**src/rtl/cache_pkg.sv**
```systemverilog
// Shared definitions for the set-associative cache controller.
//   state_t      controller FSM states
//   OFFSET_W / INDEX_W / TAG_W  address split for the default geometry
//   tag_entry_t  per-way tag store entry {valid, dirty, tag}
// The tag field is sized to the full default address width and holds the tag
// right-aligned, so one entry type serves any geometry with ADDR_W <= 32.
package cache_pkg;

  localparam int unsigned WAYS_DEF       = 4;
  localparam int unsigned SETS_DEF       = 8;
  localparam int unsigned LINE_BYTES_DEF = 8;
  localparam int unsigned ADDR_W_DEF     = 32;
  localparam int unsigned DATA_W_DEF     = 8;

  localparam int unsigned OFFSET_W = $clog2(LINE_BYTES_DEF);
  localparam int unsigned INDEX_W  = $clog2(SETS_DEF);
  localparam int unsigned TAG_W    = ADDR_W_DEF - INDEX_W - OFFSET_W;
  localparam int unsigned TAG_E_W  = ADDR_W_DEF;

  typedef enum logic [2:0] {
    IDLE,
    LOOKUP,
    WB,
    FILL,
    RESP
  } state_t;

  typedef struct packed {
    logic               valid;
    logic               dirty;
    logic [TAG_E_W-1:0] tag;
  } tag_entry_t;

endpackage

```
**src/rtl/lru_tracker.sv**
```systemverilog
// True-LRU bookkeeping, one age per way per set (0 = MRU, WAYS-1 = LRU).
// Ports:
//   clk, rst_n  clock, asynchronous active-low reset (way i gets age i)
//   set         set being accessed
//   way         way being touched
//   touch       make 'way' MRU in 'set'; younger ways age by one
//   lru_way     least recently used way of 'set' (combinational)
module lru_tracker
  import cache_pkg::*;
#(
  parameter int unsigned WAYS = WAYS_DEF,
  parameter int unsigned SETS = SETS_DEF
) (
  input  logic                    clk,
  input  logic                    rst_n,
  input  logic [$clog2(SETS)-1:0] set,
  input  logic [$clog2(WAYS)-1:0] way,
  input  logic                    touch,
  output logic [$clog2(WAYS)-1:0] lru_way
);

  localparam int unsigned WW = $clog2(WAYS);

  logic [WW-1:0] age [SETS][WAYS];

  always_ff @(posedge clk or negedge rst_n) begin
    if (!rst_n) begin
      for (int unsigned s = 0; s < SETS; s++) begin
        for (int unsigned w = 0; w < WAYS; w++) begin
          age[s][w] <= WW'(w);
        end
      end
    end else if (touch) begin
      for (int unsigned w = 0; w < WAYS; w++) begin
        if (WW'(w) == way) begin
          age[set][w] <= '0;
        end else if (age[set][w] < age[set][way]) begin
          age[set][w] <= age[set][w] + 1'b1;
        end
      end
    end
  end

  always_comb begin
    lru_way = '0;
    for (int unsigned w = 0; w < WAYS; w++) begin
      if (age[set][w] == WW'(WAYS - 1)) begin
        lru_way = WW'(w);
      end
    end
  end

endmodule

```
**src/rtl/set_assoc_cache_ctrl.sv**
```systemverilog
// N-way set-associative, write-back, write-allocate byte cache controller.
// Ports:
//   clk, rst_n                      clock, asynchronous active-low reset
//   req_valid/req_ready             core request handshake (ready only in IDLE)
//   req_addr/req_write/req_wdata    request address, store flag, store byte
//   resp_valid/resp_rdata           one-cycle completion pulse and byte
//   mem_req_valid/ready/write       memory beat handshake, 1 = writeback beat
//   mem_req_addr/mem_req_wdata      beat address and writeback byte
//   mem_resp_valid/mem_resp_rdata   refill byte return
// Optional: define CACHE_STATS_EN to add saturating stat_hits, stat_misses,
// stat_writebacks counters.
module set_assoc_cache_ctrl
  import cache_pkg::*;
#(
  parameter int unsigned WAYS       = WAYS_DEF,
  parameter int unsigned SETS       = SETS_DEF,
  parameter int unsigned LINE_BYTES = LINE_BYTES_DEF,
  parameter int unsigned ADDR_W     = ADDR_W_DEF,
  parameter int unsigned DATA_W     = DATA_W_DEF
) (
  input  logic              clk,
  input  logic              rst_n,
  input  logic              req_valid,
  output logic              req_ready,
  input  logic [ADDR_W-1:0] req_addr,
  input  logic              req_write,
  input  logic [DATA_W-1:0] req_wdata,
  output logic              resp_valid,
  output logic [DATA_W-1:0] resp_rdata,
  output logic              mem_req_valid,
  input  logic              mem_req_ready,
  output logic              mem_req_write,
  output logic [ADDR_W-1:0] mem_req_addr,
  output logic [DATA_W-1:0] mem_req_wdata,
  input  logic              mem_resp_valid,
  input  logic [DATA_W-1:0] mem_resp_rdata
`ifdef CACHE_STATS_EN
  ,
  output logic [31:0]       stat_hits,
  output logic [31:0]       stat_misses,
  output logic [31:0]       stat_writebacks
`endif
);

  localparam int unsigned OW = $clog2(LINE_BYTES);
  localparam int unsigned IW = $clog2(SETS);
  localparam int unsigned TW = ADDR_W - IW - OW;
  localparam int unsigned WW = $clog2(WAYS);

  state_t            state;
  logic [ADDR_W-1:0] addr_q;
  logic              write_q;
  logic [DATA_W-1:0] wdata_q;
  logic [WW-1:0]     way_q;
  logic [OW-1:0]     beat;
  logic              fill_wait;

  tag_entry_t        tags [SETS][WAYS];
  logic [DATA_W-1:0] data [SETS][WAYS][LINE_BYTES];

  logic [IW-1:0]      idx;
  logic [OW-1:0]      off;
  logic [TW-1:0]      tag_q;
  logic [TAG_E_W-1:0] tag_ext;
  logic [TW-1:0]      old_tag;
  logic [OW-1:0]      beat_nxt;

  assign idx      = addr_q[OW +: IW];
  assign off      = addr_q[OW-1:0];
  assign tag_q    = addr_q[ADDR_W-1 -: TW];
  assign tag_ext  = TAG_E_W'(tag_q);
  assign old_tag  = tags[idx][way_q].tag[TW-1:0];
  assign beat_nxt = beat + 1'b1;

  logic          hit;
  logic [WW-1:0] hit_way;
  logic          inv_found;
  logic [WW-1:0] inv_way;
  logic [WW-1:0] lru_way;
  logic [WW-1:0] victim;

  always_comb begin
    hit       = 1'b0;
    hit_way   = '0;
    inv_found = 1'b0;
    inv_way   = '0;
    for (int unsigned w = 0; w < WAYS; w++) begin
      if (tags[idx][w].valid && (tags[idx][w].tag == tag_ext) && !hit) begin
        hit     = 1'b1;
        hit_way = WW'(w);
      end
      if (!tags[idx][w].valid && !inv_found) begin
        inv_found = 1'b1;
        inv_way   = WW'(w);
      end
    end
    victim = inv_found ? inv_way : lru_way;
  end

  // Hits and fills both pass through RESP, so touching there covers both.
  lru_tracker #(
    .WAYS (WAYS),
    .SETS (SETS)
  ) u_lru (
    .clk     (clk),
    .rst_n   (rst_n),
    .set     (idx),
    .way     (way_q),
    .touch   (state == RESP),
    .lru_way (lru_way)
  );

  // Data array kept out of the reset domain so it can map onto RAM.
  logic fill_we;
  logic store_we;
  assign fill_we  = (state == FILL) && fill_wait && mem_resp_valid;
  assign store_we = (state == RESP) && write_q;

  always_ff @(posedge clk) begin
    if (fill_we) begin
      data[idx][way_q][beat] <= mem_resp_rdata;
    end else if (store_we) begin
      data[idx][way_q][off] <= wdata_q;
    end
  end

  always_ff @(posedge clk or negedge rst_n) begin
    if (!rst_n) begin
      state         <= IDLE;
      req_ready     <= 1'b0;
      resp_valid    <= 1'b0;
      resp_rdata    <= '0;
      mem_req_valid <= 1'b0;
      mem_req_write <= 1'b0;
      mem_req_addr  <= '0;
      mem_req_wdata <= '0;
      addr_q        <= '0;
      write_q       <= 1'b0;
      wdata_q       <= '0;
      way_q         <= '0;
      beat          <= '0;
      fill_wait     <= 1'b0;
      for (int unsigned s = 0; s < SETS; s++) begin
        for (int unsigned w = 0; w < WAYS; w++) begin
          tags[s][w] <= '0;
        end
      end
`ifdef CACHE_STATS_EN
      stat_hits       <= '0;
      stat_misses     <= '0;
      stat_writebacks <= '0;
`endif
    end else begin
      resp_valid <= 1'b0;
      case (state)
        IDLE: begin
          req_ready <= 1'b1;
          if (req_valid && req_ready) begin
            addr_q    <= req_addr;
            write_q   <= req_write;
            wdata_q   <= req_wdata;
            req_ready <= 1'b0;
            state     <= LOOKUP;
          end
        end
        LOOKUP: begin
          beat      <= '0;
          fill_wait <= 1'b0;
          if (hit) begin
            way_q <= hit_way;
            state <= RESP;
`ifdef CACHE_STATS_EN
            if (stat_hits != '1) stat_hits <= stat_hits + 1'b1;
`endif
          end else begin
            way_q         <= victim;
            mem_req_valid <= 1'b1;
`ifdef CACHE_STATS_EN
            if (stat_misses != '1) stat_misses <= stat_misses + 1'b1;
`endif
            if (tags[idx][victim].valid && tags[idx][victim].dirty) begin
              state         <= WB;
              mem_req_write <= 1'b1;
              mem_req_addr  <= {tags[idx][victim].tag[TW-1:0], idx, OW'(0)};
              mem_req_wdata <= data[idx][victim][0];
`ifdef CACHE_STATS_EN
              if (stat_writebacks != '1) stat_writebacks <= stat_writebacks + 1'b1;
`endif
            end else begin
              state         <= FILL;
              mem_req_write <= 1'b0;
              mem_req_addr  <= {tag_q, idx, OW'(0)};
              mem_req_wdata <= '0;
            end
          end
        end
        WB: begin
          if (mem_req_ready) begin
            if (beat == OW'(LINE_BYTES - 1)) begin
              // Last writeback beat accepted: first refill read goes out next.
              state         <= FILL;
              beat          <= '0;
              fill_wait     <= 1'b0;
              mem_req_write <= 1'b0;
              mem_req_addr  <= {tag_q, idx, OW'(0)};
              mem_req_wdata <= '0;
            end else begin
              beat          <= beat_nxt;
              mem_req_addr  <= {old_tag, idx, beat_nxt};
              mem_req_wdata <= data[idx][way_q][beat_nxt];
            end
          end
        end
        FILL: begin
          if (!fill_wait) begin
            if (mem_req_ready) begin
              mem_req_valid <= 1'b0;
              fill_wait     <= 1'b1;
            end
          end else if (mem_resp_valid) begin
            fill_wait <= 1'b0;
            if (beat == OW'(LINE_BYTES - 1)) begin
              tags[idx][way_q] <= '{valid: 1'b1, dirty: 1'b0, tag: tag_ext};
              state            <= RESP;
            end else begin
              beat          <= beat_nxt;
              mem_req_valid <= 1'b1;
              mem_req_addr  <= {tag_q, idx, beat_nxt};
            end
          end
        end
        RESP: begin
          resp_valid <= 1'b1;
          resp_rdata <= write_q ? wdata_q : data[idx][way_q][off];
          if (write_q) begin
            tags[idx][way_q].dirty <= 1'b1;
          end
          req_ready <= 1'b1;
          state     <= IDLE;
        end
        default: state <= IDLE;
      endcase
    end
  end

endmodule

```
**config.mk**
```make
export PLATFORM = sky130hd
export DESIGN_NAME = set_assoc_cache_ctrl
export DESIGN_NICKNAME = d
export VERILOG_FILES = /design/src/rtl/cache_pkg.sv /design/src/rtl/lru_tracker.sv /design/src/rtl/set_assoc_cache_ctrl.sv
export SDC_FILE = /design/constraint.sdc
export NUM_CORES = 2
export LEC_CHECK = 0
export ABC_AREA = 1
export CORE_ASPECT_RATIO = 2
export CORE_MARGIN = 2
export CORE_UTILIZATION = 50
export CTS_CLUSTER_DIAMETER = 50
export DETAILED_ROUTE_END_ITERATION = 7
export PLACE_DENSITY = 0.65
export SLEW_MARGIN = 10
export SYNTH_ARGS = -nofsm -noshare
export SYNTH_HDL_FRONTEND = slang
export SYNTH_SLANG_ARGS = --single-unit
export TNS_END_PERCENT = 100
```
**constraint.sdc**
```tcl
create_clock -name clk -period 4.5 [get_ports clk]
set_input_delay 1.125 -clock clk [delete_from_list [all_inputs] [get_ports clk]]
set_output_delay 1.125 -clock clk [all_outputs]
set_load 0.01 [all_outputs]
```
==> impl_metrics.yaml <==
run_status:
  status: "finished with violations"
  violations: "design-rule violations"
drt:
  first_iter_violations: 14100
  wl_per_cell_um: 25.8
  drc_errors: 4
  vias_per_cell: 5.90
  dr.pass1.iters: 8
  vias: 107000
  wl_mm: 470
  antenna_left: 0
synthesis:
  synth_edf_count: 2048
  yosysWarnings: 0
  syn_area_sq_mm: 0.136
  yosysSeqAreaShare_pct: 64.6
  ys_ff_latch: 3110
  syn_nets: 14300
  ys_types: 53
  ys.flop_type: "edfxtp_1"
  synthCells: 14300
  synthArstFlopShare_pct: 34.1
  postSynthAreaPerCell_sq_um: 9.55
finish:
  nNetsFinal: 14500
  drive_gt1_share_pct: 8.84
  fin_cells: 18200
  layout_common_cells: "5676 x nand2_1, 2048 x edfxtp_1, 1426 x o21ai_0"
  final_common_cell: "nand2_1"
  area_growth_syn_to_layout_pct: 12.8
power:
  p_sw_share_pct: 41.9
  peakVddDrop_mv: 0.583
  internal_power_uw: 54700
  p_switching_uw: 39400
  p_seq_share_pct: 34.6
  p_per_area_mw_per_mm2: 612
  p_leak_uw: 0.0628
  clockPowerShare_pct: 27.1
  combPwrFrac_pct: 38.3
sta:
  worst_slew_pin_slew_ns: 1.26
  period_share_pct: 92.6
  hold_violations: 0
  setup_viol: 0
  worst_slack_ns: 0.333
  slew_violations: 0
  clock_skew_ns: 0.0605
  slew_headroom_pct: 16.0
  fin_setup_tns_ns: 0
  max_freq_ghz: 0.240
  rsz0062_at_grt: "false"
  period_needed_ns: 4.17
floorplan:
  num_rows: 271
  fp.coreArea_sq_mm: 0.272
  start_util_pct: 50.2
  fp.dieH_um: 742
  io_pins: 106
  die_area_sq_mm: 0.277
  die_x_um: 373
setup_path:
  critical_path.endpoint_type: "flop"
  slowest_stage: "dfrtp_4"
  crit_path_max_fanout: 27
  crit_type: "reg -> reg"
  cp-start-kind: "flop"
  cp.arrival_ns: 4.91
  cp_slowest_stage_delay_ns: 0.61
  worstPathRequired_ns: 5.25
  crit_top_cell: "nand2_1"
clock_tree:
  clock_sinks: 3110
  cts_made_buffers: 290
  cts_tree: "built"
  insertion_delay_ns: 0.90
  clk_pin_slew_ns: 0.07
  cts_resized: 0
  post_cts_buffers: 0
  cts_buffer_depth: 4
  htreeDepth: 5
  hold_buffers: 0
  clockRootBuffer: "clkbuf_16"
placed_design:
  io_buffers: 105
  gp_congestion: 0.990
  placed_cells: 17700
  dpl.hpwl_mm: 297
  place_ws_ns: 0.507
global_routing:
  antenna_found_initial: 24
  track_usage_pct: 33.3
  overflow: 0
  grt_pass1_vias: 100000
  grt_max_degree: 145
  grt_pass1_wl_mm: 682
run:
  maxCapViolations: 0
worst_hold_path:
  hp-class: "in -> async"
[cell type report]
class                           instances  area [sq um]
Antenna cell                            6          15.0
Clock buffer                          367          7960
Clock inverter                        135          1640
Fill cell                           23200        118000
Inverter                              653          2490
Multi-Input combinational cell       9580         41800
Sequential cell                      3110         88100
Tap cell                             3549          4440
Timing Repair Buffer                  806          7320
[per-stage QoR]
step                total power, uW  instance area [sq um]  util [%]  hold WS [ns]
floorplan                     51300                 136000         -         0.419
global placement              67800                 144000      53.1         0.429
detailed placement            67700                 144000      53.1         0.437
CTS                           92900                 154000      56.6         0.168
global route                  96800                 154000      56.6         0.217
finish                        94100                 154000      56.6         0.201
[flip-flops by register name (all words and copies together) (netlist names)]
register	count
data	2048
tags	896
u_lru.age	64
addr_q	32
mem_req_addr	32
mem_req_wdata	8
resp_rdata	8
wdata_q	8
beat	3
state	3
way_q	2
fill_wait	1
mem_req_valid	1
mem_req_write	1
req_ready	1
resp_valid	1
write_q	1
[power by group through the flow]
stage | Clock (uW) | Combinational (uW) | Sequential, uW
CTS | 25600 | 34900 | 32500
detailed placement | 0 | 34700 | 33000
floorplan | 0 | 18900 | 32400
global placement | 0 | 34700 | 33000
finish | 25500 | 36100 | 32500
global route | 26700 | 37500 | 32600
[metal layers]
layer / share of wire [%] / track usage (%) / vias up / wire length (um)
met3: 12 / 6.83 / 1194 / 54900
li1: - / - / 47900 / -
met2: 45 / 51.6 / 6319 / 211000
met5: 0.026 / 0 / - / 123
met1: 39 / 46.2 / 52000 / 183000
met4: 4.5 / 13.4 / 18 / 21000
[cell families after synthesis]
| family | share of synthesized area (%) |
|---|---|
| AND/OR/NAND/NOR | 21.4 |
| flip-flops | 64.6 |
| AO/OA/AOI/OAI | 9.03 |
| buffers and inverters | 4.80 |
| adder cells (fa/ha/maj) | 0.0826 |
| XOR/XNOR | 0.0193 |
| multiplexers | 0.00826 |
[worst max-delay path: cells and delay by family (launching register included)]
kind                       cells  cell delay, ns
AOI/OAI and AO/OA              2            0.18
adders and majority gates      1            0.16
buffers and inverters          4            0.93
DFF                            1            0.61
and+or+nand+nor               18            2.10
[cell usage after synthesis, types with 3 or more instances]
cell type | count | area (sq um)
nand2_1 | 5682 | 21300
edfxtp_1 | 2048 | 61500
o21ai_0 | 1426 | 7140
dfrtp_1 | 1030 | 25800
nor2_1 | 773 | 2900
inv_1 | 613 | 2300
clkbuf_1 | 558 | 2090
nand3_1 | 548 | 2740
a22oi_1 | 273 | 2050
a21oi_1 | 262 | 1310
buf_2 | 237 | 1190
nand4_1 | 222 | 1390
buf_1 | 77 | 289
o211ai_1 | 60 | 450
o22ai_1 | 56 | 350
o21ai_1 | 51 | 255
dfstp_2 | 32 | 841
buf_4 | 31 | 233
nor3_1 | 30 | 150
or2_2 | 30 | 188
buf_6 | 26 | 293
o2111ai_1 | 26 | 228
clkinv_1 | 25 | 93.8
nand3b_1 | 22 | 165
a221oi_1 | 16 | 140
inv_2 | 14 | 52.6
nor2_2 | 13 | 81.3
a22o_1 | 11 | 96.3
ha_1 | 9 | 113
nand2_2 | 9 | 56.3
o21a_1 | 9 | 67.6
nor2_4 | 7 | 78.8
o31ai_1 | 7 | 52.6
o221ai_1 | 6 | 52.6
a31oi_1 | 5 | 31.3
and3_1 | 5 | 31.3
a211oi_1 | 3 | 22.5
[final timing paths]
path	start	end	slack [ns]	depth (start not counted)
max	addr_q[4]	mem_req_addr[21]	0.33	25
min	rst_n	tags[665]	0.20	1
max reg2reg	addr_q[4]	mem_req_addr[21]	0.33	25
min reg2reg	tags[33]	tags[33]	0.45	2
max in group asynchronous	rst_n	tags[286]	3.06	2
min in group clk	tags[33]	tags[33]	0.45	2
Note: power is estimated with default switching activity, not from simulation.
